File: src/rtl/serial_pkg.sv
// Shared serial-link types and constants for the transmit arbiter and the serial receiver.
package serial_pkg;

  typedef enum logic [2:0] {
    S_IDLE   = 3'd0,
    S_START  = 3'd1,
    S_DATA   = 3'd2,
    S_PARITY = 3'd3,
    S_STOP   = 3'd4
  } serial_state_e;

  localparam int CLK_HZ          = 50_000_000;
  localparam int BAUD            = 9600;
  localparam int DEFAULT_DIVISOR = 5208;
  localparam int DATA_BITS       = 8;

  function automatic logic even_parity(input logic [7:0] b);
    return ^b;
  endfunction

endpackage

File: src/rtl/rr_arbiter.sv
// Combinational round-robin pick: first set request scanning upward from i_ptr, wrapping.
module rr_arbiter #(
  parameter int NREQ = 4,
  parameter int PW   = $clog2(NREQ)
) (
  input  logic [NREQ-1:0] i_req,
  input  logic [PW-1:0]   i_ptr,
  output logic [NREQ-1:0] o_pick,
  output logic [PW-1:0]   o_id,
  output logic            o_valid
);

  // scan order starts at the pointer; the first hit wins and masks later ones
  always_comb begin
    o_pick  = '0;
    o_id    = '0;
    o_valid = 1'b0;
    for (int i = 0; i < NREQ; i++) begin
      int   w_sum;
      int   w_idx;
      logic w_hit;
      w_sum          = int'(i_ptr) + i;
      w_idx          = (w_sum >= NREQ) ? (w_sum - NREQ) : w_sum;
      w_hit          = !o_valid && i_req[w_idx];
      o_pick[w_idx]  = o_pick[w_idx] | w_hit;
      o_id           = w_hit ? w_idx[PW-1:0] : o_id;
      o_valid        = o_valid | w_hit;
    end
  end

endmodule

File: src/rtl/serial_tx_arbiter.sv
// Round-robin shared 8N1 serial transmitter; define SERIAL_TX_PARITY_EN to add an even-parity bit.
module serial_tx_arbiter
  import serial_pkg::*;
#(
  parameter int NREQ    = 4,
  parameter int DIVISOR = 5208,
  parameter int DIV_W   = 13
) (
  input  logic                     m_clock,
  input  logic                     p_reset,
  input  logic [NREQ-1:0]          req,
  input  logic [8*NREQ-1:0]        data,
  output logic [NREQ-1:0]          grant,
  output logic [$clog2(NREQ)-1:0]  grant_id,
  output logic                     busy,
  output logic                     TXD
);

  localparam int PW = $clog2(NREQ);
`ifdef SERIAL_TX_PARITY_EN
  localparam serial_state_e S_AFTER_DATA = S_PARITY;
`else
  localparam serial_state_e S_AFTER_DATA = S_STOP;
`endif

  serial_state_e   r_state;
  serial_state_e   w_state_nxt;
  logic [DIV_W-1:0] r_div;
  logic [2:0]      r_bit;
  logic [7:0]      r_shift;
  logic [PW-1:0]   r_ptr;
  logic [PW-1:0]   r_gid;
  logic [NREQ-1:0] r_grant;
  logic            r_txd;
  logic            r_busy;
`ifdef SERIAL_TX_PARITY_EN
  logic            r_par;
`endif

  logic            w_wrap;
  logic            w_take;
  logic            w_valid;
  logic            w_txd_nxt;
  logic [NREQ-1:0] w_pick;
  logic [PW-1:0]   w_pid;
  logic [7:0]      w_byte;

  rr_arbiter #(.NREQ(NREQ), .PW(PW)) u_rr (
    .i_req   (req),
    .i_ptr   (r_ptr),
    .o_pick  (w_pick),
    .o_id    (w_pid),
    .o_valid (w_valid)
  );

  assign w_wrap = (r_div == DIV_W'(DIVISOR - 1));
  // arbitration opens only in IDLE or on the last cycle of STOP
  assign w_take = w_valid && ((r_state == S_IDLE) || ((r_state == S_STOP) && w_wrap));
  assign w_byte = data[{w_pid, 3'b000} +: 8];

  // state register
  always_ff @(posedge m_clock) begin
    if (!p_reset) r_state <= S_IDLE;
    else          r_state <= w_state_nxt;
  end

  // next-state logic
  always_comb begin
    w_state_nxt = r_state;
    case (r_state)
      S_IDLE:   w_state_nxt = w_valid ? S_START : S_IDLE;
      S_START:  w_state_nxt = w_wrap ? S_DATA : S_START;
      S_DATA:   w_state_nxt = (w_wrap && (r_bit == 3'd7)) ? S_AFTER_DATA : S_DATA;
      S_PARITY: w_state_nxt = w_wrap ? S_STOP : S_PARITY;
      S_STOP:   w_state_nxt = w_wrap ? (w_valid ? S_START : S_IDLE) : S_STOP;
      default:  w_state_nxt = S_IDLE;
    endcase
  end

  // line level for the next cycle; r_shift[1] is the bit that becomes LSB after this wrap
  always_comb begin
    w_txd_nxt = r_txd;
    case (r_state)
      S_IDLE:   w_txd_nxt = !w_valid;
      S_START:  w_txd_nxt = w_wrap ? r_shift[0] : r_txd;
`ifdef SERIAL_TX_PARITY_EN
      S_DATA:   w_txd_nxt = w_wrap ? ((r_bit == 3'd7) ? r_par : r_shift[1]) : r_txd;
`else
      S_DATA:   w_txd_nxt = w_wrap ? ((r_bit == 3'd7) ? 1'b1 : r_shift[1]) : r_txd;
`endif
      S_PARITY: w_txd_nxt = w_wrap ? 1'b1 : r_txd;
      S_STOP:   w_txd_nxt = w_wrap ? !w_valid : r_txd;
      default:  w_txd_nxt = 1'b1;
    endcase
  end

  // datapath: divider, bit counter, shifter, grant and pointer
  always_ff @(posedge m_clock) begin
    if (!p_reset) begin
      r_div   <= '0;
      r_bit   <= 3'd0;
      r_shift <= 8'd0;
      r_ptr   <= '0;
      r_gid   <= '0;
      r_grant <= '0;
      r_txd   <= 1'b1;
      r_busy  <= 1'b0;
`ifdef SERIAL_TX_PARITY_EN
      r_par   <= 1'b0;
`endif
    end else begin
      r_txd  <= w_txd_nxt;
      r_busy <= (w_state_nxt != S_IDLE);
      r_div  <= ((r_state == S_IDLE) || w_wrap) ? '0 : r_div + DIV_W'(1);
      r_bit  <= (r_state != S_DATA) ? 3'd0 : (w_wrap ? r_bit + 3'd1 : r_bit);
      if (w_take) begin
        r_shift <= w_byte;
        r_grant <= w_pick;
        r_gid   <= w_pid;
        r_ptr   <= (w_pid == PW'(NREQ - 1)) ? '0 : w_pid + PW'(1);
`ifdef SERIAL_TX_PARITY_EN
        r_par   <= even_parity(w_byte);
`endif
      end else begin
        r_grant <= '0;
        r_shift <= ((r_state == S_DATA) && w_wrap) ? {1'b0, r_shift[7:1]} : r_shift;
      end
    end
  end

  assign grant    = r_grant;
  assign grant_id = r_gid;
  assign busy     = r_busy;
  assign TXD      = r_txd;

endmodule

File: config.mk
export PLATFORM = sky130hd
export DESIGN_NAME = serial_tx_arbiter
export DESIGN_NICKNAME = d
export VERILOG_FILES = /design/src/rtl/serial_pkg.sv /design/src/rtl/rr_arbiter.sv /design/src/rtl/serial_tx_arbiter.sv
export SDC_FILE = /design/constraint.sdc
export NUM_CORES = 1
export LEC_CHECK = 0
export CAP_MARGIN = 10
export CORE_MARGIN = 5
export CORE_UTILIZATION = 47
export CTS_BUF_LIST = sky130_fd_sc_hd__clkbuf_8
export CTS_CLUSTER_SIZE = 25
export DETAILED_ROUTE_END_ITERATION = 8
export GPL_ROUTABILITY_DRIVEN = 0
export GPL_TIMING_DRIVEN = 1
export HOLD_SLACK_MARGIN = 0.06
export PLACE_DENSITY = 0.75
export SLEW_MARGIN = 20
export SYNTH_ARGS = -nofsm -noshare
export SYNTH_HDL_FRONTEND = slang
export SYNTH_HIERARCHICAL = 1
export SYNTH_SLANG_ARGS = --single-unit
File: constraint.sdc
create_clock -name m_clock -period 3.3 [get_ports m_clock]
set_clock_uncertainty 0.1 [all_clocks]
set_input_delay 0.66 -clock m_clock [delete_from_list [all_inputs] [get_ports m_clock]]
set_output_delay 0.66 -clock m_clock [all_outputs]
set_load 0.005 [all_outputs]
==> results.cfg, run 1 <==
[synthesis]
yosysSeqAreaShare_pct = 28.7
async_reset_ff_share_pct = 0
syn_area_um2 = 2580
synthCells = 294
syn_area_per_cell_um2 = 8.78
synth_largest_area_cell = dfxtp_1
synthFlopType = dfxtp_1
ys_seq_elements = 37
synth_most_common_cell = dfxtp_1
syn_nets = 340
synth_top_cell_area_share_pct = 28.7
ys_top_cells_by_area = dfxtp_1 29%, mux4_2 11%, nor2_1 4.1%
synth_cell_types = 61
synth_top_cells_by_count = 37 x dfxtp_1, 28 x nor2_1, 17 x a21oi_1, 17 x clkbuf_1, 17 x nand2_1
synth_edf_count = 0
ys_warn_count = 6

[worst_setup_path]
arrival_ns = 3.32
crit_path_top_delay_cell = mux4_2
end_kind = register
cp_common_cell = buf_4
critPathMaxFanout = 9
critPathLaunchType = input pin
required_ns = 3.39
slowest_delay_ns = 0.50
crit_chain = clkdlybuf4s50_1 > mux4_2 > buf_4 > o311ai_1 > o22ai_2 > a211oi_4 > buf_4 > and2b_1 > a211oi_1 > a21oi_1 > and3_1
crit_type = in2reg
crit_path_start = req[2]
regToRegStartpoint = r_ptr[0]

[drt]
dr_wl_met2_um = 2680
maxUsedRoutingLayer = met4
dr_total_vias = 2454
first_pass_iters = 4
wl_met3_um = 422
drt_wl_total_um = 6040
wl_met1_um = 2840
ant_nets = 0
drt_iter0_drc = 182
routed_via_density = 5.77
detail_route.wl_per_cell_um = 14.2
post-route-drc-count = 0

[die]
die_h_um = 84.1
start_util_pct = 47.7
row_count = 27
die_area_um2 = 7070
coreArea_um2 = 5410
io_pins = 46
die_w_um = 84.1

[place]
dp.cells = 416
placed_area_um2 = 3240
hpwl_um = 4550
io_buffers = 45
pre_cts_ws_ns = -0.211

[power_and_ir_drop]
ir_drop_mv = 0.408
p_total_mw = 2.62
p_leak_nw = 1.26
powerDensity_nw_per_um2 = 777

[run]
drv_cap = 0

[timing]
hold_viol = 0
min_period_ns = 3.23
max_freq_mhz = 310
final-setup-viol-count = 0
whs_ns = 0.346
tns_ns = 0
worstMarginPinSlew_ns = 0.408
maxSlewHeadroom_pct = 72.4
drv_slew = 0
final.period_utilization_pct = 97.8
layout_setup_ws_ns = 0.0722

[clocking]
cts.clk_slew.worst_paths_ns = 0.07
cts_tree = done
clk_latency_ns = 0.29
clk_path_buf_depth = 2
cts_buffers = 5
cts_max_level = 2
cts-root-buf = clkbuf_8
cts_sinks = 37

[global_route]
grt_pass1_wl_um = 10200
grt_pass1_vias = 2280
grt_usage_pct = 17.2
grt.overflow.total = 0
antenna_found_initial = 0
grt_max_degree = 23

[cells_and_area]
nNetsFinal = 398
final_cells = 425
final_cell_area_um2 = 3370
fillerInstances = 468
drive_gt1_share_pct = 19.0
insertedDiodeCount = 0
layout-area-overhead-vs-synth_pct = 30.8
postLayoutCoreUtil_pct = 62.4

[worst_hold_path]
hold_path.class = reg2reg
hp-start = r_div[0]

[outcome]
status = finished clean
layout by cell type (no fill, tap or decap), drive strengths merged, types with 3 or more instances in the layout:
cell,count
a211oi,6
o221ai,3
nor2,28
nor3,8
o211ai,8
and3,6
ha,8
mux4,13
and4,3
or4b,4
nand2,17
inv,8
clkdlybuf4s50,43
xor2,11
mux2i,5
nand4,9
o21ai,14
buf,30
mux2,3
o22ai,3
nand3,14
clkbuf,6
dfxtp,37
clkinv,3
a21oi,17
and2,4
nor2b,5
kinds of logic (layout without fill, tap and decap cells):
kind of cell	after synthesis	after routing	synth area share, %
adder cells (fa/ha/maj)	8	8	3.88
AND/OR/NAND/NOR	113	113	24.1
flip-flops	37	37	28.7
multiplexers	21	21	14.7
buffers and inverters	33	92	5.58
AO/OA/AOI/OAI	70	70	18.9
XOR/XNOR	12	12	4.07
worst paths after layout:
check	endpoint	slack [ns]	depth (start not counted)
worst max-delay path	grant[2]	0.07	11
worst min register to register	r_div[0]	0.35	1
worst min-delay path	r_div[0]	0.35	1
worst max register to register	grant[2]	0.13	12
cell type report:
type	instances	area, um2	area share, %
Sequential cell	37	742	22.0
Inverter	9	33.8	1.00
Timing Repair Buffer	75	693	20.5
Clock buffer	6	82.6	2.45
Clock inverter	2	13.8	0.408
Tap cell	72	90.1	2.67
Multi-Input combinational cell	224	1720	50.9
worst max-delay path: cells and delay by family:
kind | cells | cell delay (ns)
AO/OA/AOI/OAI | 5 | 0.97
buffers and inverters | 3 | 0.82
multiplexers | 1 | 0.50
AND/OR/NAND/NOR | 2 | 0.35
routing by layer:
metal | GRT usage [%] | vias up
li1 | - | 1227
met5 | 0 | -
met2 | 27.8 | 84
met4 | 5.56 | 0
met3 | 3.75 | 9
met1 | 22.7 | 1134
sequential cells by signal, indices dropped and copies added (netlist names):
name      flops
grant         4
grant_id      2
r_div        13
TXD           1
r_bit         3
r_state       3
r_shift       8
busy          1
r_ptr         2
report_power, final:
part	leakage, nW	internal, mW	total (mW)	switching [mW]
sequential	0.303	0.542	0.588	0.0450
clock	0.0512	0.169	0.336	0.167
combinational	0.903	0.885	1.70	0.813
total	1.26	1.60	2.62	1.02
repair_timing:
item                                    in CTS  in global routing
setup buffers                                0                  1
resized for setup                            0                  6
endpoints found under the setup margin       0                  5
hold buffers                                 0                  0
Note: power is estimated with default switching activity, not from simulation.
==> inputs of run 2 (changes only) <==
--- a/config.mk
+++ b/config.mk
@@ -5,6 +5,7 @@
 export SDC_FILE = /design/constraint.sdc
 export NUM_CORES = 1
 export LEC_CHECK = 0
+export ABC_CLOCK_PERIOD_IN_PS = 3300
 export CAP_MARGIN = 10
 export CORE_MARGIN = 5
 export CORE_UTILIZATION = 47
==> results of run 2 <==
No change in the layout: final DEF, timing and power equal those of run 1.
